**config.mk**
```make
export PLATFORM = sky130hd
export DESIGN_NAME = mul_or_arbiter
export DESIGN_NICKNAME = d
export VERILOG_FILES = /design/src/rtl/mul_or_arbiter.sv
export SDC_FILE = /design/constraint.sdc
export NUM_CORES = 1
export LEC_CHECK = 0
export ABC_CLOCK_PERIOD_IN_PS = 6890
export CAP_MARGIN = 10
export CORE_ASPECT_RATIO = 1.1
export CORE_MARGIN = 3
export CORE_UTILIZATION = 43
export CTS_CLUSTER_SIZE = 40
export DETAILED_ROUTE_END_ITERATION = 8
export PLACE_DENSITY_LB_ADDON = 0.25
export SYNTH_ARGS = -nofsm -noshare
export SYNTH_HDL_FRONTEND = slang
export SYNTH_SLANG_ARGS = --single-unit
```
**constraint.sdc**
```tcl
create_clock -name clk -period 6.89 [get_ports clk]
set_input_delay 1.0335 -clock clk [delete_from_list [all_inputs] [get_ports clk]]
set_output_delay 1.0335 -clock clk [all_outputs]
set_load 0.03 [all_outputs]
```
**src/rtl/mul_or_arbiter.sv**
```systemverilog
// mul_or_arbiter: two requesters share one ((a*b) | c) datapath.
// A round-robin arbiter grants at most one requester per cycle into a
// single result register. Per-requester counters track accepted operations.
//
// Handshake: a transfer happens on any channel when valid && ready are both
// high in the same cycle. Valid never waits for ready. Ready is only offered
// when the result register is free or being drained in this cycle, and never
// while rst is high.
module mul_or_arbiter #(
  parameter int WIDTH = 16
) (
  input  logic             clk,
  input  logic             rst,
  input  logic             req0_valid,
  output logic             req0_ready,
  input  logic [WIDTH-1:0] req0_a,
  input  logic [WIDTH-1:0] req0_b,
  input  logic [WIDTH-1:0] req0_c,
  input  logic             req1_valid,
  output logic             req1_ready,
  input  logic [WIDTH-1:0] req1_a,
  input  logic [WIDTH-1:0] req1_b,
  input  logic [WIDTH-1:0] req1_c,
  output logic             out_valid,
  input  logic             out_ready,
  output logic [WIDTH-1:0] out_data,
  output logic             out_id,
  output logic [15:0]      issue_cnt0,
  output logic [15:0]      issue_cnt1
);

  logic             r_out_valid;
  logic [WIDTH-1:0] r_out_data;
  logic             r_out_id;
  logic             r_prio;
  logic [15:0]      r_cnt0;
  logic [15:0]      r_cnt1;

  logic             w_can_issue;
  logic             w_grant0;
  logic             w_grant1;
  logic             w_grant;
  logic             w_out_xfer;
  logic [WIDTH-1:0] w_sel_a;
  logic [WIDTH-1:0] w_sel_b;
  logic [WIDTH-1:0] w_sel_c;
  logic [WIDTH-1:0] w_prod;
  logic [WIDTH-1:0] w_result;

  // The slot is free when it is empty or when the consumer drains it this cycle.
  assign w_can_issue = !r_out_valid || out_ready;
  assign w_out_xfer  = r_out_valid && out_ready;

  // Arbitration. A lone requester wins. On contention, r_prio picks the winner.
  // The other requester's valid only matters when contention is resolved.
  always_comb begin
    w_grant0 = 1'b0;
    w_grant1 = 1'b0;
    if (!rst && w_can_issue) begin
      if (req0_valid && req1_valid) begin
        w_grant0 = !r_prio;
        w_grant1 = r_prio;
      end else begin
        w_grant0 = req0_valid;
        w_grant1 = req1_valid;
      end
    end
  end

  assign w_grant    = w_grant0 || w_grant1;
  assign req0_ready = w_grant0;
  assign req1_ready = w_grant1;

  // Operand select for the shared datapath. Requester 1 is chosen only when it holds the grant.
  always_comb begin
    w_sel_a = req0_a;
    w_sel_b = req0_b;
    w_sel_c = req0_c;
    if (w_grant1) begin
      w_sel_a = req1_a;
      w_sel_b = req1_b;
      w_sel_c = req1_c;
    end
  end

  // The product is truncated to WIDTH bits by the result width, then ORed with c.
  assign w_prod   = w_sel_a * w_sel_b;
  assign w_result = w_prod | w_sel_c;

  // Result register. It loads only on a grant, so later operand changes and backpressure leave it stable.
  always_ff @(posedge clk) begin
    if (rst) begin
      r_out_valid <= 1'b0;
      r_out_data  <= '0;
      r_out_id    <= 1'b0;
    end else if (w_grant) begin
      r_out_valid <= 1'b1;
      r_out_data  <= w_result;
      r_out_id    <= w_grant1;
    end else if (w_out_xfer) begin
      r_out_valid <= 1'b0;
    end
  end

  // Round-robin pointer. After a grant it points at the loser. With no grant it holds.
  always_ff @(posedge clk) begin
    if (rst) begin
      r_prio <= 1'b0;
    end else if (w_grant) begin
      r_prio <= w_grant0;
    end
  end

  // Per-requester accepted-operation counters. They wrap naturally at 16 bits.
  always_ff @(posedge clk) begin
    if (rst) begin
      r_cnt0 <= '0;
      r_cnt1 <= '0;
    end else begin
      if (w_grant0) r_cnt0 <= r_cnt0 + 16'd1;
      if (w_grant1) r_cnt1 <= r_cnt1 + 16'd1;
    end
  end

  assign out_valid  = r_out_valid;
  assign out_data   = r_out_data;
  assign out_id     = r_out_id;
  assign issue_cnt0 = r_cnt0;
  assign issue_cnt1 = r_cnt1;

endmodule

```
* Yosys cells after proc, flatten, opt, wreduce, memory -nomap -nowiden
Index checks and enable logic that the tools add are counted.
** Storage, ports and cells
- Register bits after elaboration :: 51
- Output and inout bits :: 52
- Word-level logic and storage cells :: 28
** Cells by class
- Add/sub/neg operators :: 2
- Multipliers :: 1
- Multiplexer cells :: 9
- Bitwise gates (word level) :: 1
- Reduce and logical (&&, ||, !) cells :: 9
** Operator list (count)
- $mux W16 :: 3
- $add A16 B1 Y16 const B :: 2
- $mul A16 B16 Y16 :: 1
- $or A16 B16 Y16 :: 1
- $mux W1 :: 6
- $logic_and A1 B1 Y1 :: 3
- $logic_not A1 Y1 :: 3
- $logic_or A1 B1 Y1 :: 2
- $reduce_bool A2 Y1 :: 1

* Depth between registers and ports, before layout
Gate-level depths: netlist (run 1).
- Depth in word-level cells :: 7
- Mapped depth :: 27
- Gate-level depth less buffers :: 25

* Worst setup path after synthesis (run 1)
Ideal clock, no wire load.
- Kind :: input to register
- Start point :: input out_ready
- End point :: register r_out_data[15], in the netlist out_data[15]
- Setup time :: 0.079 ns
- Arrival :: 6.957 ns
- Setup slack :: -0.146 ns
- Cell stages on the path :: 25
- Path buffers :: 2
- Cells stage by stage :: nand2b_1 nor2b_4 nand3_4 clkinv_4 clkbuf_1 buf_1 nand2_1 nand2_1 nand2_1 fa_1 fa_1 inv_1 fa_1 fa_1 inv_1 fa_1 fa_1 xnor2_1 xnor2_1 xnor2_1 xnor2_1 xnor2_1 xnor3_1 xnor2_1 a211oi_2
** On the way
- Word-level cells in the longest chain between the ends :: 6
- Elaborated cells on any way between the ends :: 10
- Classes of those cells :: mul (1); mux (5); bitwise (1); reduce/logical (3)
** Ends and longest elaborated chain
- from (decl) :: RTL line 25 : input logic out_ready,
- $logic_or A1 B1 Y1 * :: RTL line 51 : assign w_can_issue = !r_out_valid || out_ready;
- $logic_and A1 B1 Y1 * :: RTL line 59 : if (!rst && w_can_issue) begin
- $mux W1 * :: RTL line 59
- net req1_ready :: RTL line 20 : output logic req1_ready,
- $mux W16 :: RTL line 79 : if (w_grant1) begin
- $mul A16 B16 Y16 :: RTL line 87 : assign w_prod = w_sel_a * w_sel_b;
- $or A16 B16 Y16 :: RTL line 88 : assign w_result = w_prod | w_sel_c;
- to (signal assigned) :: RTL line 98 : r_out_data <= w_result;
- to (decl) :: RTL line 33 : logic [WIDTH-1:0] r_out_data;
Mark *: on every way through the listed nets, which the timed path passes. The rest lies on a longest branch.
A chain may end at the register's enable or synchronous reset.

* Final worst setup path (run 1)
- Start point :: input req0_valid
- End point :: register r_out_data[15], in the netlist out_data[15]
** On the way
- Word-level cells in the longest chain between the ends :: 6
- Elaborated cells on any way between the ends :: 11
- Classes of those cells :: mul (1); mux (7); bitwise (1); reduce/logical (2)
** Ends and longest elaborated chain
- from (decl) :: RTL line 14 : input logic req0_valid,
- $logic_and A1 B1 Y1 :: RTL line 60 : if (req0_valid && req1_valid) begin
- $mux W1 :: RTL line 60
- $mux W1 :: RTL line 59
- $mux W16 :: RTL line 79
- $mul A16 B16 Y16 :: RTL line 87
- $or A16 B16 Y16 :: RTL line 88
Parallel ways exist; a longest one is shown, timed or not.

==> results of run 1 <==
[cells by family after synthesis]
logic type	after synthesis
AO/OA/AOI/OAI	75
XOR/XNOR	68
adder cells (fa/ha/maj)	131
buffers and inverters	141
flip-flops	51
multiplexers	28
AND/OR/NAND/NOR	330
[state kept, by name, summed over array words and instances (netlist names)]
register    cells
issue_cnt0     16
issue_cnt1     16
out_data       16
out_id          1
out_valid       1
r_prio          1
[metal layers]
metal / vias to the layer above / global-route usage (%) / wire length [µm]
met5: - / 0 / 0
met4: 0 / 5.78 / 418
met3: 23 / 3.26 / 1130
met2: 168 / 41.5 / 10100
met1: 2988 / 27.6 / 7640
li1: 3078 / - / -
[through the flow]
stage	instance area [µm²]	hold slack, ns	worst slack, ns
floorplan	6610	0.457	0.00899
global placement	8950	0.459	-0.366
detailed placement	8950	0.466	-0.468
CTS	9280	0.478	0.00552
global route	9480	0.513	0.0229
finish	9480	0.475	0.233
[cell type report]
class | count | area, µm²
repair buffers | 256 | 2340
inverters | 120 | 463
well taps | 192 | 240
clock buffers | 6 | 139
fillers | 1264 | 5250
flip-flops and latches | 51 | 1020
clock inverters | 2 | 38.8
multi-input cells | 632 | 5200
repair inverters | 2 | 32.5
[what timing repair did]
item                                    4_1_cts  5_1_grt
hold endpoints to repair                      0        0
hold buffers                                  0        0
endpoints found under the setup margin        2        7
gates cloned                                  2        0
resized for setup                            12       41
pin swaps                                     8       36
buffers inserted                              9        6
[path summary, 6_finish.rpt]
| kind | to | slack (ns) | cells after the start |
|---|---|---|---|
| hold reg to reg | out_id | 0.47 | 2 |
| setup reg to reg | out_data[15] | 0.95 | 27 |
| hold / removal | out_id | 0.47 | 2 |
| setup / recovery | out_data[15] | 0.23 | 26 |
[worst max-delay path: stages]
cell and delay, ns:
clkdlybuf4s50_1 0.48, nand2b_1 0.09, nand3_4 0.12, buf_12 0.12, buf_8 0.12, buf_4 0.17
nand2_2 0.07, nand2_2 0.12, nand2_2 0.07, fa_1 0.49, fa_1 0.55, inv_1 0.05
fa_1 0.48, fa_2 0.53, fa_1 0.54, inv_2 0.04, fa_1 0.51, inv_2 0.05
ha_4 0.26, nand3_2 0.07, a21oi_2 0.12, o31ai_2 0.09, a311oi_1 0.26, buf_4 0.18
xnor2_2 0.11, a211oi_2 0.08
[placed cells by master, fill, tap and decap left out, types with 18 or more instances in the layout]
master,netlist,layout
xnor2_1,50,47
fa_1,80,75
ha_1,51,47
inv_1,118,113
nor2_1,113,112
nand2_1,138,130
o21ai_0,23,21
clkdlybuf4s50_1,0,150
buf_4,0,99
a21oi_1,21,18
mux2i_1,28,22
dfxtp_1,51,51
[power by group through the flow]
stage	registers [mW]	logic, mW	clock network (mW)
final	0.339	3.70	0.296
after global routing	0.343	4.13	0.313
after CTS	0.339	3.37	0.303
after detailed placement	0.346	3.32	0
after global placement	0.345	3.27	0
after floorplan	0.397	2.07	0
==> results.toml, run 1 <==
[outcome]
status = "finished clean"

[yosys]
ys_warn_count = 0
syn_area_per_cell_um2 = 7.99
synth_cell_types = 42
ys_seq_area_share_pct = 15.5
yosys_most_used_dff = "dfxtp_1"
yosys.area_share.adder_pct = 34.0
netlist_area_um2 = 6590
synth_common_cells = "nand2_1, inv_1, nor2_1"
synth_cells = 824
synth_area_leaders = "fa_1, dfxtp_1, ha_1, nand2_1, inv_1"
ys_seq_elements = 51
netlist.area_leader.share_pct = 24.3
syn_nets = 1056
synth_compound_area_share_pct = 6.95
yosys.area_share.simple_pct = 21.9
synthMuxAreaShare_pct = 4.26
synth_area_leader_cell = "fa_1"
synth_top_family_by_area = "adder cells"
synth_most_common_cell = "nand2_1"
synth_xor_area_share_pct = 9.25
synth_edf_count = 0
synthArstFlopShare_pct = 0

[power_and_ir_drop]
power_density_nw_per_um2 = 458
ir_drop_uv = 431
combPwrFrac_pct = 85.4
p_leak_nw = 4.32
seqPwrFrac_pct = 7.8
p_clk_share_pct = 6.8
internal_power_mw = 2.36
total_power_mw = 4.34
switchingPower_mw = 1.98
swShare_pct = 45.7

[timing]
fin_crit_ns = 6.66
setup_viol = 0
rsz0062_at_grt = "false"
max_freq_mhz = 150
fin_skew_ns = 0.00459
worst_pin_slew_ns = 0.732
period_share_pct = 96.6
fin_tns_setup_ns = 0
max-slew-margin-rel_pct = 51.1
final_hold_viol_count = 0
drv_slew = 0

[global_route]
grt_first_pass_wirelength_um = 30000
grt_antenna_before_repair = 0
grt_overflow_total = 0
grt_max_degree = 52
grt_pass1_vias = 6213
grt.total_usage_pct = 22.7

[detailed_routing]
drt-pass1-iter-count = 6
route.detailed.drc = 0
vias = 6257
first_iter_violations = 255
wire_per_inst_um = 15.3
ant_nets = 0
vias_per_cell = 4.96
wirelength_um = 19300

[setup_path]
worstPathArrival_ns = 6.82
worstPathRequired_ns = 7.05
rr_startpoint = "out_valid"
cp_max_fo = 6
startpoint = "req0_valid"
worstSetupPathType = "input pin to flip-flop"
cp-end-kind = "flip-flop"
start_kind = "input pin"

[finish]
n_antenna_cell = 0
post-route-util_pct = 64.4
drive_gt1_share_pct = 15.8
final_cells = 1261
syn_to_final_growth_pct = 44.0
final_nets = 1300

[hold_path]
hold_class = "flip-flop to flip-flop"
min-delay-start = "out_id"

[clock_network]
path_clk_slew_ns = 0.07
clock-sinks = 51
worstSkewPairLatency_ns = 0.29
numCtsBuffers = 5
cts_tree = "yes"
h-tree-depth = 2
clockRootBuffer = "clkbuf_16"
clk_path_buf_depth = 2

[flow_run]
cap_violations = 0

[placement]
dp_hpwl_um = 15600
io_buffers = 152
globalplace.congestion = 0.889
dpl.cell_count = 1236

[die]
dieWidth_um = 124
fp.dieH_um = 136
dieArea_um2 = 16800
io_pins = 153
start_util_pct = 44.7
core_um2 = 14700
rows = 46
No activity file was read; power rests on OpenSTA's default activity.
==> inputs of run 2 (changes only) <==
ABC_AREA = 0   (was unset)
CTS_CLUSTER_DIAMETER = 30   (was unset)
==> results of run 2 <==
No change in the layout: final DEF, timing and power equal those of run 1.
